### src/rtl/dram_rmw_ctrl_if.sv
// Request/response and RAM-side bundle for one data way's access controller.
// The slave modport is the controller. The master modport is its environment:
// the requester plus the data RAM.
interface dram_rmw_ctrl_if #(
    parameter int unsigned AWIDTH = 3,
    parameter int unsigned DWIDTH = 32
);
    localparam int unsigned BWIDTH = DWIDTH / 8;

    logic              req_valid;
    logic              req_ready;
    logic              req_we;
    logic [AWIDTH-1:0] req_addr;
    logic [DWIDTH-1:0] req_wdata;
    logic [BWIDTH-1:0] req_be;
    logic              rsp_valid;
    logic [DWIDTH-1:0] rsp_rdata;
    logic              wr_done;
    logic [AWIDTH-1:0] ram_addr;
    logic [DWIDTH-1:0] ram_din;
    logic              ram_we;
    logic [DWIDTH-1:0] ram_dout;

    modport slave (
        input  req_valid, req_we, req_addr, req_wdata, req_be, ram_dout,
        output req_ready, rsp_valid, rsp_rdata, wr_done, ram_addr, ram_din, ram_we
    );

    modport master (
        output req_valid, req_we, req_addr, req_wdata, req_be, ram_dout,
        input  req_ready, rsp_valid, rsp_rdata, wr_done, ram_addr, ram_din, ram_we
    );
endinterface

### src/rtl/dram_rmw_ctrl.sv
// Access controller for one data way of a 2-way set-associative cache.
// It serialises requests onto a synchronous-read single-port RAM and returns
// read data. Byte-masked writes become a read cycle followed by a write cycle.
module dram_rmw_ctrl #(
    parameter int unsigned AWIDTH = 3,
    parameter int unsigned DWIDTH = 32
) (
    input logic               clock,
    input logic               reset,
    dram_rmw_ctrl_if.slave    bus_io
);
    localparam int unsigned BWIDTH = DWIDTH / 8;

    typedef enum logic [1:0] {StIdle, StRdData, StRmwWr} state_e;

    state_e            state_q, state_d;
    logic              wr_done_q, wr_done_d;
    logic [AWIDTH-1:0] hold_addr_q, hold_addr_d;
    logic [DWIDTH-1:0] hold_wdata_q, hold_wdata_d;
    logic [BWIDTH-1:0] hold_be_q, hold_be_d;

    // Next-state, holding-register capture and all combinational outputs.
    always_comb begin
        state_d          = state_q;
        wr_done_d        = 1'b0;
        hold_addr_d      = hold_addr_q;
        hold_wdata_d     = hold_wdata_q;
        hold_be_d        = hold_be_q;
        bus_io.req_ready = 1'b0;
        bus_io.rsp_valid = 1'b0;
        bus_io.rsp_rdata = '0;
        bus_io.ram_addr  = bus_io.req_addr;
        bus_io.ram_din   = bus_io.req_wdata;
        bus_io.ram_we    = 1'b0;

        unique case (state_q)
            StIdle: begin
                bus_io.req_ready = !reset;
                if (bus_io.req_valid && !reset) begin
                    if (!bus_io.req_we) begin
                        // Address goes out now; data comes back next cycle.
                        state_d = StRdData;
                    end else if (bus_io.req_be == '1) begin
                        bus_io.ram_we = 1'b1;
                        wr_done_d     = 1'b1;
                    end else if (bus_io.req_be == '0) begin
                        wr_done_d = 1'b1;
                    end else begin
                        // The read of the old word starts in this cycle.
                        hold_addr_d  = bus_io.req_addr;
                        hold_wdata_d = bus_io.req_wdata;
                        hold_be_d    = bus_io.req_be;
                        state_d      = StRmwWr;
                    end
                end
            end
            StRdData: begin
                // Reset abandons the read without a response pulse.
                bus_io.rsp_valid = !reset;
                bus_io.rsp_rdata = reset ? '0 : bus_io.ram_dout;
                state_d          = StIdle;
            end
            StRmwWr: begin
                bus_io.ram_addr = hold_addr_q;
                bus_io.ram_we   = !reset;
                for (int i = 0; i < int'(BWIDTH); i++) begin
                    bus_io.ram_din[8*i +: 8] = hold_be_q[i] ? hold_wdata_q[8*i +: 8]
                                                            : bus_io.ram_dout[8*i +: 8];
                end
                wr_done_d = 1'b1;
                state_d   = StIdle;
            end
            default: state_d = StIdle;
        endcase
    end

    assign bus_io.wr_done = wr_done_q;

    // State and holding registers with synchronous reset.
    always_ff @(posedge clock) begin
        if (reset) begin
            state_q      <= StIdle;
            wr_done_q    <= 1'b0;
            hold_addr_q  <= '0;
            hold_wdata_q <= '0;
            hold_be_q    <= '0;
        end else begin
            state_q      <= state_d;
            wr_done_q    <= wr_done_d;
            hold_addr_q  <= hold_addr_d;
            hold_wdata_q <= hold_wdata_d;
            hold_be_q    <= hold_be_d;
        end
    end
endmodule

### src/flat_wrapper.sv
// flat-port wrapper written by rule: the top's interface ports become plain ports
module dram_rmw_ctrl_flat 
#(
    parameter int unsigned AWIDTH = 3,
    parameter int unsigned DWIDTH = 32
)
  (clock, reset, bus_io_req_valid, bus_io_req_we, bus_io_req_addr, bus_io_req_wdata, bus_io_req_be, bus_io_ram_dout, bus_io_req_ready, bus_io_rsp_valid, bus_io_rsp_rdata, bus_io_wr_done, bus_io_ram_addr, bus_io_ram_din, bus_io_ram_we);
  dram_rmw_ctrl_if #(.AWIDTH(AWIDTH), .DWIDTH(DWIDTH)) bus_io_i ();
  input logic clock;
  input logic reset;
  input wire logic [$bits(bus_io_i.req_valid)-1:0] bus_io_req_valid;
  input wire logic [$bits(bus_io_i.req_we)-1:0] bus_io_req_we;
  input wire logic [$bits(bus_io_i.req_addr)-1:0] bus_io_req_addr;
  input wire logic [$bits(bus_io_i.req_wdata)-1:0] bus_io_req_wdata;
  input wire logic [$bits(bus_io_i.req_be)-1:0] bus_io_req_be;
  input wire logic [$bits(bus_io_i.ram_dout)-1:0] bus_io_ram_dout;
  output wire logic [$bits(bus_io_i.req_ready)-1:0] bus_io_req_ready;
  output wire logic [$bits(bus_io_i.rsp_valid)-1:0] bus_io_rsp_valid;
  output wire logic [$bits(bus_io_i.rsp_rdata)-1:0] bus_io_rsp_rdata;
  output wire logic [$bits(bus_io_i.wr_done)-1:0] bus_io_wr_done;
  output wire logic [$bits(bus_io_i.ram_addr)-1:0] bus_io_ram_addr;
  output wire logic [$bits(bus_io_i.ram_din)-1:0] bus_io_ram_din;
  output wire logic [$bits(bus_io_i.ram_we)-1:0] bus_io_ram_we;
  assign bus_io_i.req_valid = bus_io_req_valid;
  assign bus_io_i.req_we = bus_io_req_we;
  assign bus_io_i.req_addr = bus_io_req_addr;
  assign bus_io_i.req_wdata = bus_io_req_wdata;
  assign bus_io_i.req_be = bus_io_req_be;
  assign bus_io_i.ram_dout = bus_io_ram_dout;
  assign bus_io_req_ready = bus_io_i.req_ready;
  assign bus_io_rsp_valid = bus_io_i.rsp_valid;
  assign bus_io_rsp_rdata = bus_io_i.rsp_rdata;
  assign bus_io_wr_done = bus_io_i.wr_done;
  assign bus_io_ram_addr = bus_io_i.ram_addr;
  assign bus_io_ram_din = bus_io_i.ram_din;
  assign bus_io_ram_we = bus_io_i.ram_we;
  dram_rmw_ctrl #(.AWIDTH(AWIDTH), .DWIDTH(DWIDTH)) u_core (.clock(clock), .reset(reset), .bus_io(bus_io_i));
endmodule
### config.mk
export PLATFORM = sky130hd
export DESIGN_NAME = dram_rmw_ctrl_flat
export DESIGN_NICKNAME = d
export VERILOG_FILES = /design/src/rtl/dram_rmw_ctrl_if.sv /design/src/rtl/dram_rmw_ctrl.sv /design/src/flat_wrapper.sv
export SDC_FILE = /design/constraint.sdc
export NUM_CORES = 1
export LEC_CHECK = 0
export BUFFER_PORTS_ARGS = -buffer_cell sky130_fd_sc_hd__buf_2
export CAP_MARGIN = 5
export CORE_ASPECT_RATIO = 1.25
export CORE_UTILIZATION = 48
export CTS_CLUSTER_DIAMETER = 30
export DETAILED_ROUTE_END_ITERATION = 16
export HOLD_SLACK_MARGIN = 0.08
export PLACE_DENSITY = 0.92
export SLEW_MARGIN = 10
export SYNTH_ARGS = -nofsm -noshare
export SYNTH_HDL_FRONTEND = slang
export SYNTH_SLANG_ARGS = --single-unit
### constraint.sdc
create_clock -name clock -period 3.64 [get_ports clock]
set_input_delay 0.182 -clock clock [delete_from_list [all_inputs] [get_ports clock]]
set_output_delay 0.182 -clock clock [all_outputs]
set_load 0.01 [all_outputs]
# Word level (Yosys, flattened, before mapping)
# Index checks and enable logic that the tools add are counted.
[word_totals]
in_bits = 75
register_bits = 42
[op_classes]
n_reduce_logical = 7
bitwise_logic = 3
eq_ne = 5
muxes = 22
[ops]
columns = ["operator", "count"]
rows = [
  ["2-to-1 mux 32 bit", 3],
  ["2-to-1 mux 8 bit", 4],
  ["2-to-1 mux 1 bit", 9],
  ["2-to-1 mux 2 bit", 3],
  ["AND reduction 5 bit", 1],
  ["equality test 4 bit, second input constant", 1],
  ["zero test 4 bit", 1],
  ["inequality test 2 bit, second input constant", 2],
  ["one-hot mux 1 bit (2 select lines)", 2],
  ["2-to-1 mux 3 bit", 1],
  ["NOT 1 bit", 3],
  ["AND reduction 3 bit", 1],
  ["equality test 2 x 1 -> 1 bit, second input constant", 1],
  ["equality test 2 bit, second input constant", 1],
  ["zero test 2 bit", 1],
  ["OR reduction 2 bit", 1],
  ["logical AND 1 bit", 1],
  ["zero test 1 bit", 1],
]

# Logic depth before layout (Yosys ltp)
# Gate-level depths: netlist of run 1.
[logic_depth]
depth_word = 6
mapped_depth = 7
depth_no_buf = 4

# Worst setup path after synthesis of run 1
# OpenSTA, ideal clock, no wires.
[synth_path]
path_kind = "register to register"
startpoint = "reg u_core.state_q[1]"
endpoint = "reg u_core.hold_addr_q[0]"
slack_ps = 1860
setup_time_ps = 121
t_required_ps = 3519
stages_incl_launch_ff = 6
period_less_slack_ps = 1780
arrival_time_ps = 1659
path_cell_list = "dfxtp_1 -> nor3_4 -> or4b_4 -> buf_6 -> buf_6 -> mux2_4"
[synth_between]
elab_chain_cells = 2
[synth_lines]
columns = ["element", "line", "text"]
rows = [
  ["start: declaration", "dram_rmw_ctrl.sv:16", "state_e state_q, state_d;"],
  ["start signal: assignment", "dram_rmw_ctrl.sv:82", "state_q <= StIdle;"],
  ["start signal: assignment", "dram_rmw_ctrl.sv:88", "state_q <= state_d;"],
  ["zero test 2 bit", "dram_rmw_ctrl.sv:36", "unique case (state_q)"],
  ["AND reduction 5 bit (no line)", "n/a", ""],
  ["end signal: assignment", "dram_rmw_ctrl.sv:90", "hold_addr_q <= hold_addr_d;"],
  ["end: declaration", "dram_rmw_ctrl.sv:18", "logic [AWIDTH-1:0] hold_addr_q, hold_addr_d;"],
]
# Every way passes these cells.
# A chain may end at the register's enable or synchronous reset.

# Final worst setup path of run 1
[layout_path]
startpoint = "reg u_core.state_q[0]"
endpoint = "out bus_io_ram_addr[1]"
[layout_between]
elab_chain_cells = 2
[layout_lines]
columns = ["element", "line", "text"]
rows = [
  ["equality test 2 bit", "dram_rmw_ctrl.sv:36", ""],
  ["2-to-1 mux 3 bit", "dram_rmw_ctrl.sv:36", ""],
  ["end: declaration", "flat_wrapper.sv:21", "output wire logic [$bits(bus_io_i.ram_addr)-1:0] bus_io_ram_addr;"],
]
# Every way passes these cells.

==> metrics.cfg, run 1 <==
[clock_network]
clkLatencyLatePin_ns=0.28
cts_hold_buf=0
cts_made_buffers=5
cts_setup_buffers=0
cts.sinks=42
clkTransAtPathRegs_ns=0.07
cts_root_buf=clkbuf_8
ctsResizeCount=0
cts_tree=done
clk_path_buf_depth=2
htree_levels=2

[sta]
relSlewSlack_pct=24.7
finalCriticalPeriod_ns=2.32
tns_ns=0
worst_slew_pin_slew_ns=1.13
fin_crit_sh_pct=63.7
finalSetupViolCount=0
skew_ns=0.00526
drv_slew=0
rsz0062_at_grt=no
hold_viol_final=0
fmax_ghz=0.432

[yosys]
synth_top_area_cell=dfxtp_1
synth_ff_type=dfxtp_1
yosys_warnings=0
syn-num-nets=366
synth_cell_types=24
synth_async_sr_flop_share_pct=0
synth_seq_area_share_pct=32.2
netlist_instances=291
synth-seq-cells=42
synth_area_sq_mm=0.00261
synth_edf_count=0
synthTopCellsByArea=dfxtp_1 (32%), mux2_2 (14%), mux2i_1 (13%)
postSynthAreaPerCell_sq_um=8.97
yosysTopAreaCellShare_pct=32.2

[place]
place_area_sq_mm=0.00332
gp_congestion=0.790
dp.cells=475
hpwl_mm=4.61
portBuffers=145

[die]
die_w_um=68.0
std_cell_rows=29
ios=146
core_sq_mm=0.00515
dieArea_sq_mm=0.00574
start_util_pct=50.7
fp.dieH_um=84.5

[final_layout]
fillers=420
syn2layout_area_growth_pct=30.2
final_cell_mix=buf_2 (145), dfxtp_1 (42), nor2b_1 (38)
mostFrequentLayoutCell=buf_2
diodes=0
final_nets=495
stdcell_count=481
fin_area_sq_mm=0.00340
ff_latch_area_sq_um=841
utilization_pct=66.0
multi_input_area_sq_mm=0.00166
drive_gt1_share_pct=47.0

[worst_setup_path]
crit_fanout=69
critPathRequiredTime_ns=3.46
path_class=register to output pin
crit_chain=nand2b_2 > mux2_2 > buf_2
cp-start-kind=register
slowest_stage=nand2b_2
slowest_delay_ns=0.88
arrival_ns=2.13
endpoint_kind=output pin
path_delay_family=simple AND/OR/NAND/NOR gates
path_buf_inv=1

[global_route]
grt_start_max_net_pins=70
grt_usage_pct=22.0
grt_pass1_vias=2326
antenna_found_initial=0
overflow=0
grt_pass1_wl_mm=9.77

[power_and_ir_drop]
power.density_mw_per_mm2=298
power.leakage_nw=1.75
ir_worst_vdd_mv=0.253
power.total_mw=1.01

[drt]
post_drt_wl_per_cell_um=12.9
ant_nets=0
drc_errors=0
drt-initial-drc-count=70
finalWirelength_mm=6.22
vias_per_cell=5.10
vias=2454
first_pass_iters=4

[run]
drv_cap=0

[hold_path]
hold_path_class=input port to register

[run_status]
status=completed

-- cell type report --
type                    instances  area share [%]
inverters                       2           0.221
well taps                      62            2.28
clock buffers                   6            2.43
flip-flops and latches         42            24.7
repair buffers                146            21.6
multi-input cells             223            48.8
-- logic make-up after synthesis --
family | share of synthesized area [%]
AO/OA/AOI/OAI | 6.85
flip-flops | 32.2
AND/OR/NAND/NOR | 24.8
buffers and inverters | 4.55
multiplexers | 31.6
-- synth_stat cells, types with 2 or more instances --
master    number
and2_1        32
mux2i_1       33
nand2_1       33
mux2_4         9
nand2b_1       3
inv_1          2
o21ai_0       33
buf_6          2
nor2b_1       38
mux2_2        32
clkbuf_1      19
buf_2          2
dfxtp_1       42
-- sequential cells by signal, indices dropped and copies added, names as in the netlist --
register               flops
u_core.bus_io.wr_done      1
u_core.hold_addr_q         3
u_core.hold_be_q           4
u_core.hold_wdata_q       32
u_core.state_q             2
-- per-stage QoR --
step,worst slack (ns),hold slack (ns)
4_1_cts,1.27,0.125
6_report,1.32,0.135
3_3_place_gp,1.58,0.426
5_1_grt,1.16,0.123
3_5_place_dp,1.50,0.428
2_1_floorplan,1.86,0.325
-- final timing paths --
check,start,to,slack (ns),cells after the start
setup / recovery,u_core.state_q[0]$_SDFFE_PN0P_,bus_io_ram_addr[1],1.32,3
hold / removal,bus_io_req_addr[1],u_core.hold_addr_q[1]$_SDFFE_PP0P_,0.14,2
setup reg to reg,u_core.state_q[1]$_SDFFE_PN0P_,u_core.hold_wdata_q[30]$_SDFFE_PP0P_,1.73,3
hold reg to reg,u_core.hold_wdata_q[17]$_SDFFE_PP0P_,u_core.hold_wdata_q[17]$_SDFFE_PP0P_,0.49,2
-- power by group --
part	internal (mW)	switching, mW	total [mW]	leakage [nW]
clock network	0.146	0.143	0.290	0.0431
registers	0.484	0.0210	0.505	0.343
logic	0.117	0.103	0.220	1.36
-- per-layer routing --
layer	routed length (um)	vias up	track usage, %
met5	0	-	0
met4	88	0	7.20
met3	363	8	5.57
met2	3430	88	42.7
met1	2340	1120	21.2
li1	-	1238	-
(Power assumes the default switching activity.)
==> inputs of run 2 (changes only) <==
Settings changed: CORE_UTILIZATION 48 to 40, PLACE_DENSITY 0.92 to 0.82.
Clock period 3.64 ns to 1.9 ns, I/O delays scaled along.
==> metrics.cfg, run 2 (synthesis gave the netlist of run 1 again) <==
[run_status]
status=completed

[die]
die_w_um=74.3  ; +9.3%
fp.dieH_um=92.3  ; +9.3%
core_sq_mm=0.00625  ; +21%
dieArea_sq_mm=0.00686  ; +19%
ios=146  ; unchanged
start_util_pct=41.8  ; -8.9 points
std_cell_rows=32  ; +10%

[clock_network]
cts_root_buf=clkbuf_8
cts.sinks=42  ; unchanged
cts_setup_buffers=0  ; unchanged
clkLatencyLatePin_ns=0.29  ; about the same
clk_path_buf_depth=2  ; unchanged
htree_levels=2  ; unchanged
cts_made_buffers=5  ; unchanged
cts_tree=done
clkTransAtPathRegs_ns=0.07  ; about the same

[worst_setup_path]
path_class=input port to register
rr_worst_depth=4  ; +1
slowest_stage=or4b_4
reg2reg_to=u_core.hold_be_q[2]$_SDFFE_PP0P_
cp-start-kind=input port
critPathRequiredTime_ns=2.08  ; -1.38 ns
arrival_ns=2.07  ; -0.06 ns
timing.rr.start=u_core.state_q[1]$_SDFFE_PN0P_
regToRegSetupSlack_ns=0.17  ; -1.56 ns
crit_fanout=18  ; -74%
crit_chain=dlygate4sd3_1 > buf_2 > and4_1 > or4b_4 > buf_6 > mux2_4
crit_start=bus_io_req_be[2]
crit_path_end=u_core.hold_be_q[2]$_SDFFE_PP0P_
endpoint_kind=register
slowest_delay_ns=0.57  ; -0.31 ns

[power_and_ir_drop]
power.density_mw_per_mm2=516  ; +73%
power.leakage_nw=1.95  ; +12%
p_switching_mw=0.542  ; +100%
comb_power_share_pct=25.1  ; +3.4 points
power.total_mw=2.01  ; +98%
clkPwrFrac_pct=26.8  ; -1.7 points
p_int_mw=1.47  ; +97%
swShare_pct=27.0  ; +0.65 points
ir_worst_vdd_mv=0.351  ; +39%
power_frac_seq_pct=48.1  ; -1.7 points

[sta]
fmax_ghz=0.529
holdWs_ns=0.132  ; -0.00327 ns
relSlewSlack_pct=65.4  ; +41 points
finalSetupViolCount=0  ; unchanged
hold_viol_final=0  ; unchanged
finalCriticalPeriod_ns=1.89
skew_ns=0.00361  ; -0.00165 ns
drv_slew=0  ; unchanged
fin_crit_sh_pct=99.4
tns_ns=0  ; unchanged
worst_slew_pin_slew_ns=0.518  ; -0.611 ns
rsz0062_at_grt=yes

[global_route]
grt_start_max_net_pins=45  ; -36%
grt_pass1_vias=2671  ; +15%
grt_usage_pct=21.7  ; -0.27 points
antenna_found_initial=0  ; unchanged
grt_pass1_wl_mm=11.6  ; +18%
overflow=0  ; unchanged

[final_layout]
syn2layout_area_growth_pct=49.4
drive_gt1_share_pct=43.7  ; -3.3 points
final_nets=542  ; +9.5%
top_register=u_core.hold_wdata_q
stdcell_count=552  ; +15%
largest_reg_flops=32  ; unchanged
top_regs=u_core.hold_wdata_q: 32 flops, u_core.hold_be_q: 4 flops, u_core.hold_addr_q: 3 flops
diodes=0  ; unchanged
mostFrequentLayoutCell=buf_2
final_cell_mix=buf_2 (145), dfxtp_1 (42), dlygate4sd3_1 (40)

[drt]
vias_per_cell=4.80  ; -6.0%
finalWirelength_mm=7.21  ; +16%
ant_nets=0  ; unchanged
post_drt_wl_per_cell_um=13.1  ; +0.90%
vias=2647  ; +7.9%
first_pass_iters=5  ; +1
drc_errors=0  ; unchanged
drt-initial-drc-count=40  ; -43%

[place]
portBuffers=145  ; unchanged
hpwl_mm=4.56  ; -1.1%
gp_congestion=0.741  ; -6.2%
dp.cells=505  ; +6.3%

[hold_path]
hold_path_class=input port to register

[run]
drv_cap=0  ; unchanged

[run 2: worst min-delay path by stage]
stage / startpoint / to / slack, ns / depth (start not counted)
finish: bus_io_req_we / u_core.bus_io.wr_done$_SDFF_PP0_ / 0.13 / 3
global route: bus_io_req_we / u_core.bus_io.wr_done$_SDFF_PP0_ / 0.14 / 3
CTS: bus_io_req_we / u_core.bus_io.wr_done$_SDFF_PP0_ / 0.12 / 3
detailed placement: bus_io_req_wdata[30] / u_core.hold_wdata_q[30]$_SDFFE_PP0P_ / 0.34 / 2
global placement: bus_io_req_addr[1] / u_core.hold_addr_q[1]$_SDFFE_PP0P_ / 0.34 / 2
floorplan: bus_io_req_addr[0] / u_core.hold_addr_q[0]$_SDFFE_PP0P_ / 0.24 / 1
[run 2: power groups by stage]
| stage | sequential [mW] | clock (mW) | combinational [mW] |
|---|---|---|---|
| 2_1_floorplan | 0.962 | 0 | 0.267 |
| 3_3_place_gp | 0.987 | 0 | 0.417 |
| 3_5_place_dp | 0.987 | 0 | 0.430 |
| 4_1_cts | 0.967 | 0.568 | 0.494 |
| 5_1_grt | 0.974 | 0.611 | 0.556 |
| 6_report | 0.968 | 0.540 | 0.504 |
[run 2: layer usage]
| layer | wire (um) | track usage (%) | share of wire (%) | up-vias |
|---|---|---|---|---|
| li1 | - | - | - | 1331 |
| met1 | 2850 | 22.9 | 40 | 1214 |
| met2 | 3920 | 41.1 | 54 | 92 |
| met3 | 321 | 4.35 | 4.5 | 10 |
| met4 | 110 | 8.02 | 1.5 | 0 |
| met5 | 0 | 0 | 0 | - |
[run 2: timing repair]
| action | in CTS | in global routing |
|---|---|---|
| hold endpoints to repair | 40 | 0 |
| hold buffers | 40 | 0 |
| resized for setup | 0 | 6 |
| endpoints found under the setup margin | 0 | 41 |
[run 2: stage by stage]
step | worst slack, ns | instance area, sq um | utilization [%]
3_5_place_dp | 0.175 | 3400 | 54.4
2_1_floorplan | 0.120 | 2610 | -
4_1_cts | 0.0185 | 3880 | 62.1
6_report | 0.0105 | 3900 | 62.5
5_1_grt | -0.00279 | 3900 | 62.5
3_3_place_gp | 0.214 | 3400 | 54.4
[run 2: cell type report]
| cell class | count | area, sq um |
|---|---|---|
| Clock buffer | 7 | 76.3 |
| Sequential cell | 42 | 841 |
| Timing Repair Buffer | 193 | 1200 |
| Fill cell | 525 | 2340 |
| Tap cell | 85 | 106 |
| Multi-Input combinational cell | 223 | 1670 |
| Inverter | 2 | 7.51 |
[run 2: worst max-delay path: cells and delay by family]
kind / cells / cell delay [ns]
multiplexers: 1 / 0.30
buffers and inverters: 3 / 0.88
AND/OR/NAND/NOR: 2 / 0.78
==> inputs of run 3 (changes only) <==
Settings changed: CORE_UTILIZATION 40 to 45, PLACE_DENSITY 0.82 to 0.87.
Clock period 1.9 ns to 2.11 ns, I/O delays scaled along.
==> metrics.cfg, run 3 (synthesis gave the netlist of run 1 again) <==
[final_layout]
largest_reg_flops=32  ; unchanged
fin_area_sq_mm=0.00385  ; -1.2%
stdcell_count=527  ; -4.5%
fillers=409  ; -22%
top_regs=u_core.hold_wdata_q: 32 flops, u_core.hold_be_q: 4 flops, u_core.hold_addr_q: 3 flops
top_register=u_core.hold_wdata_q
final_cell_mix=buf_2 (145), dfxtp_1 (42), dlygate4sd3_1 (39)
ff_latch_area_sq_um=841  ; unchanged
syn2layout_area_growth_pct=47.6
final_nets=537  ; -0.92%
mostFrequentLayoutCell=buf_2
diodes=0  ; unchanged
utilization_pct=69.9  ; +7.4 points
multi_input_area_sq_mm=0.00168  ; +0.82%
drive_gt1_share_pct=43.4  ; -0.27 points

[sta]
fmax_ghz=0.502
finalCriticalPeriod_ns=1.99
drv_slew=0  ; unchanged
worst_slew_pin_slew_ns=0.622  ; +0.104 ns
finalSetupViolCount=0  ; unchanged
tns_ns=0  ; unchanged
hold_viol_final=0  ; unchanged
rsz0062_at_grt=no
relSlewSlack_pct=58.2  ; -7.2 points
skew_ns=0.00515  ; +0.00153 ns
fin_crit_sh_pct=94.5

[hold_path]
hold_path_class=input port to register
worstHoldStart=bus_io_req_wdata[17]

[worst_setup_path]
crit_start=bus_io_req_be[3]
timing.rr.start=u_core.state_q[1]$_SDFFE_PN0P_
crit_chain=dlygate4sd3_1 > buf_2 > nor4_1 > or4b_4 > mux2_2
slowest_stage=nor4_1
arrival_ns=2.18  ; +0.11 ns
crit_fanout=19  ; +1
path_buf_inv=2  ; -1
slowest_delay_ns=0.57  ; about the same
path_delay_family=simple AND/OR/NAND/NOR gates
cp-start-kind=input port
endpoint_kind=register
path_class=input port to register
critPathRequiredTime_ns=2.29  ; +0.21 ns

[clock_network]
cts_root_buf=clkbuf_8
clkTransAtPathRegs_ns=0.08  ; about the same
htree_levels=2  ; unchanged
cts_made_buffers=5  ; unchanged
cts.sinks=42  ; unchanged
clk_path_buf_depth=2  ; unchanged
cts_tree=done
clkLatencyLatePin_ns=0.29  ; about the same
cts_setup_buffers=0  ; unchanged

[global_route]
grt_usage_pct=23.9  ; +2.2 points
antenna_found_initial=0  ; unchanged
grt_pass1_vias=2670  ; -0.037%
overflow=0  ; unchanged
grt_start_max_net_pins=40  ; -11%
grt_pass1_wl_mm=11.8  ; +1.9%

[place]
dp.cells=479  ; -5.1%
hpwl_mm=4.69  ; +2.9%
gp_congestion=0.771  ; +4.0%
portBuffers=145  ; unchanged
place_area_sq_mm=0.00335  ; -1.5%

[drt]
finalWirelength_mm=7.36  ; +2.1%
vias_per_cell=5.01  ; +4.4%
first_pass_iters=4  ; -1
vias=2638  ; -0.34%
drt-initial-drc-count=98  ; +150%
drc_errors=0  ; unchanged
post_drt_wl_per_cell_um=14.0  ; +7.0%
ant_nets=0  ; unchanged

[power_and_ir_drop]
ir_worst_vdd_mv=0.355  ; +0.96%
power.leakage_nw=1.94  ; -0.68%
power.total_mw=1.86  ; -7.5%
power.density_mw_per_mm2=483  ; -6.3%

[run]
drv_cap=0  ; unchanged

[run_status]
status=completed

[die]
dieArea_sq_mm=0.00611  ; -11%
die_w_um=70.1  ; -5.6%
start_util_pct=47.3  ; +5.5 points
std_cell_rows=30  ; -6.3%
core_sq_mm=0.00552  ; -12%
ios=146  ; unchanged
fp.dieH_um=87.2  ; -5.6%

run 3: what timing repair did:
action | CTS | global route
cloned | 0 | 1
hold endpoints to repair | 38 | 1
pin swaps | 0 | 1
hold buffers | 38 | 1
endpoints found under the setup margin | 20 | 40
resized for setup | 1 | 2
run 3: area by class of cell:
class	count	area share, %
flip-flops and latches	42	21.8
clock inverters	1	0.130
inverters	2	0.195
clock buffers	7	2.24
well taps	64	2.08
repair buffers	187	29.9
multi-input cells	224	43.7
run 3: report_power, final:
part           leakage [nW]  switching (mW)  internal (mW)
clock network        0.0482           0.273          0.264
registers             0.343          0.0373          0.835
logic                  1.55           0.197          0.256
total                  1.94           0.507           1.36
run 3: path summary, 6_finish.rpt:
| check | depth (start not counted) | end | slack [ns] |
|---|---|---|---|
| max | 5 | u_core.hold_wdata_q[9]$_SDFFE_PP0P_ | 0.12 |
| min | 3 | u_core.hold_wdata_q[17]$_SDFFE_PP0P_ | 0.11 |
| max reg2reg | 3 | u_core.hold_addr_q[0]$_SDFFE_PP0P_ | 0.31 |
| min reg2reg | 2 | u_core.hold_wdata_q[17]$_SDFFE_PP0P_ | 0.50 |
run 3: layer usage:
metal	vias to the layer above	global-route usage (%)	share of wire [%]
li1	1323	-	-
met1	1205	25.2	39
met2	92	46.2	55
met3	18	4.63	4.5
met4	0	9.82	2.4
met5	-	0	0
run 3: per-stage QoR:
stage	worst slack [ns]	hold slack [ns]
4_1_cts	0.0535	0.0825
2_1_floorplan	0.330	0.249
5_1_grt	0.0211	0.138
3_3_place_gp	0.288	0.346
6_report	0.117	0.110
3_5_place_dp	0.242	0.350
run 3: worst register-to-register path, delay by kind of cell (launching register included):
family | cells | cell delay (ns)
flops | 1 | 0.39
simple gates | 2 | 0.95
mux | 1 | 0.36
